File: src/rtl/mult_div_unit.sv
`default_nettype none
// ============================================================================
//  Module   : mult_div_unit
//  Purpose  : Multicycle signed multiply (radix-2 Booth) / divide (restoring)
//             producing HI/LO for mfhi/mflo.
//  Revision : 1.0  initial release
// ============================================================================
module mult_div_unit #(
  parameter int WIDTH = 32,
  parameter int CNT_W = 5
) (
  input  logic             clk,
  input  logic             reset,
  input  logic             start_mult,
  input  logic             start_div,
  input  logic [WIDTH-1:0] a_in,
  input  logic [WIDTH-1:0] b_in,
  output logic [WIDTH-1:0] hi_out,
  output logic [WIDTH-1:0] lo_out,
  output logic             busy,
  output logic             done,
  output logic             div_zero
);

  typedef enum logic [1:0] {
    S_IDLE = 2'd0,
    S_MULT = 2'd1,
    S_DIV  = 2'd2,
    S_DONE = 2'd3
  } state_t;

  localparam logic [CNT_W-1:0] c_cnt_last = CNT_W'(WIDTH - 1);

  state_t             r_state;
  state_t             w_state_nxt;
  logic [CNT_W-1:0]   r_cnt;
  // r_acc: Booth accumulator (sign-extended) in MULT, partial remainder in DIV.
  // r_q:   multiplier shifting out in MULT, dividend shifting out / quotient in in DIV.
  // r_m:   multiplicand in MULT, divisor magnitude in DIV.
  logic [WIDTH:0]     r_acc;
  logic [WIDTH-1:0]   r_q;
  logic [WIDTH-1:0]   r_m;
  logic               r_qm1;
  logic               r_neg_q;
  logic               r_neg_r;
  logic               r_div_zero;

  logic [WIDTH-1:0]   w_a_mag;
  logic [WIDTH-1:0]   w_b_mag;
  logic [WIDTH:0]     w_m_ext;
  logic [WIDTH:0]     w_booth_sum;
  logic [WIDTH:0]     w_booth_acc;
  logic [WIDTH-1:0]   w_booth_q;
  logic [WIDTH:0]     w_div_shl;
  logic [WIDTH:0]     w_div_diff;
  logic               w_div_ge;
  logic [WIDTH:0]     w_div_rem;
  logic [WIDTH-1:0]   w_div_quot;

  // Two's-complement negation read back as unsigned keeps the most negative value exact.
  assign w_a_mag = a_in[WIDTH-1] ? (~a_in + WIDTH'(1)) : a_in;
  assign w_b_mag = b_in[WIDTH-1] ? (~b_in + WIDTH'(1)) : b_in;

  always_comb begin
    w_m_ext = {r_m[WIDTH-1], r_m};
    case ({r_q[0], r_qm1})
      2'b01:   w_booth_sum = r_acc + w_m_ext;
      2'b10:   w_booth_sum = r_acc - w_m_ext;
      default: w_booth_sum = r_acc;
    endcase
    w_booth_acc = {w_booth_sum[WIDTH], w_booth_sum[WIDTH:1]};
    w_booth_q   = {w_booth_sum[0], r_q[WIDTH-1:1]};
  end

  always_comb begin
    w_div_shl  = {r_acc[WIDTH-1:0], r_q[WIDTH-1]};
    w_div_diff = w_div_shl - {1'b0, r_m};
    w_div_ge   = ~w_div_diff[WIDTH];
    w_div_rem  = w_div_ge ? w_div_diff : w_div_shl;
    w_div_quot = {r_q[WIDTH-2:0], w_div_ge};
  end

  always_ff @(posedge clk or posedge reset) begin
    if (reset) r_state <= S_IDLE;
    else       r_state <= w_state_nxt;
  end

  always_comb begin
    w_state_nxt = r_state;
    busy        = (r_state != S_IDLE);
    done        = (r_state == S_DONE);
    div_zero    = r_div_zero;
    case (r_state)
      S_IDLE: begin
        if (start_mult)                    w_state_nxt = S_MULT;
        else if (start_div && b_in != '0)  w_state_nxt = S_DIV;
        else if (start_div)                w_state_nxt = S_DONE;
      end
      S_MULT:  if (r_cnt == c_cnt_last) w_state_nxt = S_DONE;
      S_DIV:   if (r_cnt == c_cnt_last) w_state_nxt = S_DONE;
      default: w_state_nxt = S_IDLE;
    endcase
  end

  always_ff @(posedge clk or posedge reset) begin
    if (reset) begin
      r_cnt      <= '0;
      r_acc      <= '0;
      r_q        <= '0;
      r_m        <= '0;
      r_qm1      <= 1'b0;
      r_neg_q    <= 1'b0;
      r_neg_r    <= 1'b0;
      r_div_zero <= 1'b0;
      hi_out     <= '0;
      lo_out     <= '0;
    end else begin
      case (r_state)
        S_IDLE: begin
          if (start_mult) begin
            r_cnt <= '0;
            r_acc <= '0;
            r_q   <= b_in;
            r_m   <= a_in;
            r_qm1 <= 1'b0;
          end else if (start_div && b_in != '0) begin
            r_cnt   <= '0;
            r_acc   <= '0;
            r_q     <= w_a_mag;
            r_m     <= w_b_mag;
            r_neg_q <= a_in[WIDTH-1] ^ b_in[WIDTH-1];
            r_neg_r <= a_in[WIDTH-1];
          end else if (start_div) begin
            r_div_zero <= 1'b1;
          end
        end
        S_MULT: begin
          r_cnt <= r_cnt + CNT_W'(1);
          r_acc <= w_booth_acc;
          r_q   <= w_booth_q;
          r_qm1 <= r_q[0];
          if (r_cnt == c_cnt_last) begin
            hi_out <= w_booth_acc[WIDTH-1:0];
            lo_out <= w_booth_q;
          end
        end
        S_DIV: begin
          r_cnt <= r_cnt + CNT_W'(1);
          r_acc <= w_div_rem;
          r_q   <= w_div_quot;
          if (r_cnt == c_cnt_last) begin
            lo_out <= r_neg_q ? (~w_div_quot + WIDTH'(1)) : w_div_quot;
            hi_out <= r_neg_r ? (~w_div_rem[WIDTH-1:0] + WIDTH'(1)) : w_div_rem[WIDTH-1:0];
          end
        end
        default: r_div_zero <= 1'b0;
      endcase
    end
  end

endmodule
`default_nettype wire

File: config.mk
export PLATFORM = sky130hd
export DESIGN_NAME = mult_div_unit
export DESIGN_NICKNAME = d
export VERILOG_FILES = /design/src/rtl/mult_div_unit.sv
export SDC_FILE = /design/constraint.sdc
export NUM_CORES = 1
export LEC_CHECK = 0
export ABC_AREA = 1
export CORE_ASPECT_RATIO = 0.8
export CORE_MARGIN = 3
export CORE_UTILIZATION = 54
export CTS_BUF_LIST = sky130_fd_sc_hd__clkbuf_2
export CTS_CLUSTER_SIZE = 20
export DETAILED_ROUTE_END_ITERATION = 7
export PLACE_DENSITY_LB_ADDON = 0.25
export SKIP_LAST_GASP = 1
export SYNTH_ARGS = -nofsm -noshare
export SYNTH_HDL_FRONTEND = slang
export SYNTH_SLANG_ARGS = --single-unit
File: constraint.sdc
create_clock -name clk -period 11.1 [get_ports clk]
set_clock_uncertainty 0.05 [all_clocks]
set_input_delay 1.665 -clock clk [delete_from_list [all_inputs] [get_ports clk]]
set_output_delay 1.665 -clock clk [all_outputs]
set_load 0.01 [all_outputs]
==> results.toml, run 1 <==
[timing]
slew_headroom_pct = 24.0
tightest_slew_ns = 1.13
final_max_slew_viol_count = 0
final.period_utilization_pct = 48.8
fmax_ghz = 0.185
setup_violations = 0
hold_viol = 0
setup-tns-final_ns = 0
rsz0062_at_grt = "false"
post-route-min-period_ns = 5.42

[drt]
dr_total_vias = 21100
wl_um = 74200
drtIter0Drc = 3448
drc = 0
drt_pass1_iterations = 6
avgViaCountPerCell = 6.21
routedWlPerCell_um = 21.9
ant_nets = 0

[clocking]
path_clk_slew_ns = 0.28
cts_root_buffer = "clkbuf_2"
cts_buffers = 17
cts_setup_buffers = 0
post_cts_resized = 0
postCtsHoldBufs = 0
clkSinkCount = 172
clock_path_buffers = 2
cts.htree.levels = 4
clk_latency_ns = 0.89
cts_tree = "done"

[synthesis]
synth_top_area_cell = "dfrtp_1"
yosys.area.top_type_share_pct = 24.1
syn_inst = 2911
synth.yosys.seq_area_share_pct = 24.1
synth-edff-count = 0
postSynth.asyncResetShare_pct = 100
synth_cell_types = 63
synth-seq-cells = 172
synth_area_leaders = "dfrtp_1 24%, nand2_1 19%, inv_1 7.6%"
yosys.cell_count.top_type = "nand2_1"
syn-num-nets = 3058
avgSynthCellArea_um2 = 6.14
synth_area_um2 = 17900
ys_dominant_reg_cell = "dfrtp_1"
yosys_warnings = 0
synth_common_cells = "910 x nand2_1, 360 x inv_1, 224 x o21ai_0"

[placement]
port_buffers = 134
place_inst = 3367
dp_hpwl_um = 58000
gp_congestion = 1.03

[setup_path]
critPathLaunchType = "flop"
worst-endpoint-arrival_ns = 6.16
cp-end-kind = "flop"
worstSetupPathType = "reg2reg"
cp.required_ns = 11.84
path_max_fanout = 52

[floorplanning]
design.core.area_um2 = 32000
io_pins = 135
fp-row-count = 58
die_area_um2 = 35300
fp.dieW_um = 209
start_util_pct = 55.8
die_h_um = 169

[final_layout]
drive_gt1_share_pct = 5.44
diodes = 0
final_nets = 3113
area.growth.synth_to_final_pct = 9.94
stdcell_count = 3397

[min_path]
hold_class = "reg2reg"

[global_route]
grt_start_max_net_pins = 98
grt_pass1_wl_um = 113000
antenna_found_initial = 0
overflow = 0
grt_usage_pct = 41.1
first_global_vias = 18900

[status]
status = "finished, final reports clean"

[run]
maxCapViolations = 0
==> metrics by stage <==
step | worst slack (ns) | hold WS, ns | area (um^2) | utilization [%]
floorplan | 4.72 | 0.415 | 17900 | -
global placement | 5.97 | 0.412 | 19400 | 60.6
detailed placement | 5.85 | 0.415 | 19400 | 60.6
CTS | 5.95 | 0.473 | 19600 | 61.4
global route | 5.42 | 0.492 | 19600 | 61.4
finish | 5.68 | 0.468 | 19600 | 61.4
==> worst max-delay path, cell delays in order (launching register included) <==
cell	delay (ns)
dfrtp_1	0.44
inv_1	0.18
ha_1	0.30
fa_1	0.46
inv_1	0.16
nand2_1	0.09
nand2_1	0.16
nand2_1	0.10
nand2_1	0.19
nand2_1	0.10
nand2_1	0.12
nand3_1	0.08
nand2_1	0.07
ha_2	0.27
buf_4	0.34
nor3_2	0.38
nand3_1	0.21
nor3_2	0.25
nand3_1	0.20
nor3_4	0.34
nand2_1	0.09
inv_1	0.12
nand3_1	0.12
o21ai_1	0.27
nand3_1	0.12
nand2_1	0.08
o21ai_1	0.07
==> layer usage <==
metal | up-vias | global-route usage (%) | share of wire, %
met5 | - | 0 | 0
met4 | 0 | 13.4 | 3.8
met3 | 228 | 12.0 | 15
met2 | 1569 | 56.9 | 39
met1 | 9612 | 61.1 | 42
li1 | 9677 | - | -
==> kinds of logic (layout without fill, tap and decap cells) <==
kind of cell | count (synthesis) | count (layout) | share of synthesized area [%]
AO/OA/AOI/OAI | 596 | 596 | 20.0
XOR/XNOR | 76 | 76 | 3.73
adder cells (fa/ha/maj) | 79 | 79 | 5.62
buffers and inverters | 494 | 560 | 10.8
flip-flops | 172 | 172 | 24.1
multiplexers | 1 | 1 | 0.0560
AND/OR/NAND/NOR | 1493 | 1493 | 35.8
==> area by class of cell <==
type / count / area, um^2
inverters: 378 / 1420
well taps: 420 / 526
repair buffers: 152 / 1480
flip-flops and latches: 172 / 4300
clock inverters: 12 / 161
clock buffers: 18 / 90.1
multi-input cells: 2245 / 11700
fillers: 3149 / 12400
==> final timing paths <==
check	startpoint	end	slack [ns]	depth (start not counted)
setup / recovery	r_q[31]	lo_out[31]	5.68	26
hold / removal	lo_out[14]	lo_out[14]	0.47	2
setup reg to reg	r_q[31]	lo_out[31]	5.68	26
hold reg to reg	lo_out[14]	lo_out[14]	0.47	2
max in group asynchronous	reset	hi_out[16]	8.07	3
min in group asynchronous	reset	r_q[8]	1.30	2
==> cell usage in the layout (no fill, tap or decap), drive strengths merged, types with 38 or more instances in the layout <==
master	n
o22ai	38
o211ai	60
o21ai	251
dfrtp	172
nor2	240
xor2	73
nor3	51
clkdlybuf4s50	134
nand3	178
a21oi	139
inv	380
ha	77
nand2	941
==> sequential cells by signal, summed over array words and instances (netlist names) <==
name and flops:
hi_out 32, r_qm1 1, r_acc 33, r_state 2
r_neg_q 1, r_q 32, r_m 32, r_neg_r 1
div_zero 1, lo_out 32, r_cnt 5
Power of run 1 is not shown: default switching activity piles up to over one toggle a cycle in this logic, so the estimate is an artifact.
==> run 2, diff against run 1 <==
clock period = 4.9 ns   (was 11.1 ns; I/O delays follow)
==> results.toml, run 2 (synthesis results as in run 1) <==
[status]
status = "finished, final reports clean"

[timing]
setup_violations = 0
post-route-min-period_ns = 4.71
tightest_slew_ns = 1.08
slew_headroom_pct = 27.2
holdWs_ns = 0.104
hold_viol = 0
final.period_utilization_pct = 96.1
final_max_slew_viol_count = 0
fmax_ghz = 0.212
rsz0062_at_grt = "true"

[final_layout]
num-fill-cells = 3070
drive_gt1_share_pct = 7.26
finalInstanceArea_um2 = 20000
largest_register_ffs = 33
top_register = "r_acc"
layout_common_cells = "908 x nand2_1, 356 x inv_1, 220 x o21ai_0"
layout_commonest_cell = "nand2_1"
post-route-util_pct = 62.6
final_nets = 3153
area.growth.synth_to_final_pct = 12.1

[setup_path]
cp.required_ns = 5.60
crit_buf_inv = 3
critPathLaunchType = "flop"
rr_endpoint = "hi_out[17]"
cp-end-kind = "flop"
worst-endpoint-arrival_ns = 5.40
cp_common_cell = "nand2_1"
crit_family = "simple AND/OR/NAND/NOR gates"
path_max_fanout = 20
ff2ff_setup_slack_ns = 0.19
critical_path.slowest_cell = "fa_1"
ff2ff_path_depth = 29
cpPeakStageDelay_ns = 0.45
reg2reg_from = "r_q[31]"
worstSetupPathType = "reg2reg"

[floorplanning]
fp.dieW_um = 209
fp-row-count = 58
die_area_um2 = 35300
io_pins = 135
design.core.area_um2 = 32000
start_util_pct = 55.8
die_h_um = 169

[run]
maxCapViolations = 0

[placement]
placed_area_um2 = 19700
dp_hpwl_um = 57800
port_buffers = 134
gp_congestion = 1.06

[global_route]
overflow = 0
first_global_vias = 18700
grt_usage_pct = 39.9
grt_start_max_net_pins = 112
antenna_found_initial = 2
grt_pass1_wl_um = 110000

[drt]
drt_pass1_iterations = 6
drtIter0Drc = 3211
drc = 0
wl_um = 73400
routedWlPerCell_um = 21.4
ant_nets = 0
avgViaCountPerCell = 6.14
dr_total_vias = 21100

[clocking]
path_clk_slew_ns = 0.29
postCtsHoldBufs = 0
cts_root_buffer = "clkbuf_2"
clkSinkCount = 172
cts_buffers = 17
clk_latency_ns = 0.83
cts.htree.levels = 4
cts_tree = "done"
clock_path_buffers = 2

[min_path]
hold_class = "in2async"
==> run 2: cell count changes in the layout (fill, tap and decap cells not counted), sizes merged <==
| cell | previous run | this run |
|---|---|---|
| buf | 18 | 58 |
| clkinvlp | 1 | 2 |
| inv | 380 | 379 |
| clkinv | 6 | 7 |
| diode | 0 | 1 |
| bufinv | 3 | 2 |
==> run 2: how the worst max path moves through the flow <==
stage | depth (start not counted) | startpoint | end
after global routing | 30 | r_q[31] | hi_out[27]
after detailed placement | 27 | r_q[31] | lo_out[28]
after CTS | 29 | r_q[31] | hi_out[17]
after global placement | 29 | r_q[31] | hi_out[17]
after floorplan | 31 | r_q[31] | lo_out[28]
final | 29 | r_q[31] | hi_out[17]
==> run 2: cell type report <==
type	count	area (um^2)	area share [%]
well taps	420	526	2.62
repair buffers	192	1810	9.01
clock buffers	18	90.1	0.450
flip-flops and latches	172	4310	21.5
multi-input cells	2245	11700	58.6
inverters	378	1430	7.11
diodes	1	2.50	0.0125
clock inverters	12	139	0.693
==> run 2: per-layer routing <==
layer  share of wire [%]  vias to the layer above  GRT usage [%]
li1                    -                     9769              -
met1                  42                     9672           59.3
met2                  39                     1487           54.7
met3                  14                      182           11.1
met4                 4.3                        4           14.8
met5               0.037                        -              0
==> run 2: stage by stage <==
stage	worst slack, ns	TNS [ns]	instances
after global placement	0.162	0	3404
final	0.192	0	3438
after detailed placement	0.0726	0	3404
after CTS	0.0425	0	3434
after floorplan	0.563	0	2911
after global routing	-0.0368	-0.149	3438
==> run 2: what timing repair did <==
action | in CTS | in global routing
buffers inserted | 0 | 3
resized for setup | 0 | 25
endpoints found under the setup margin | 0 | 44
==> run 2: worst reg2reg max path, delay by kind of cell (launching register included) <==
family                   cells  cell delay, ns
adder cells (fa/ha/maj)      3            0.99
flip-flops                   1            0.42
AND/OR/NAND/NOR             22            2.59
XOR/XNOR                     1            0.19
buffers and inverters        3            0.44
Power of run 2 is left out for the same reason.
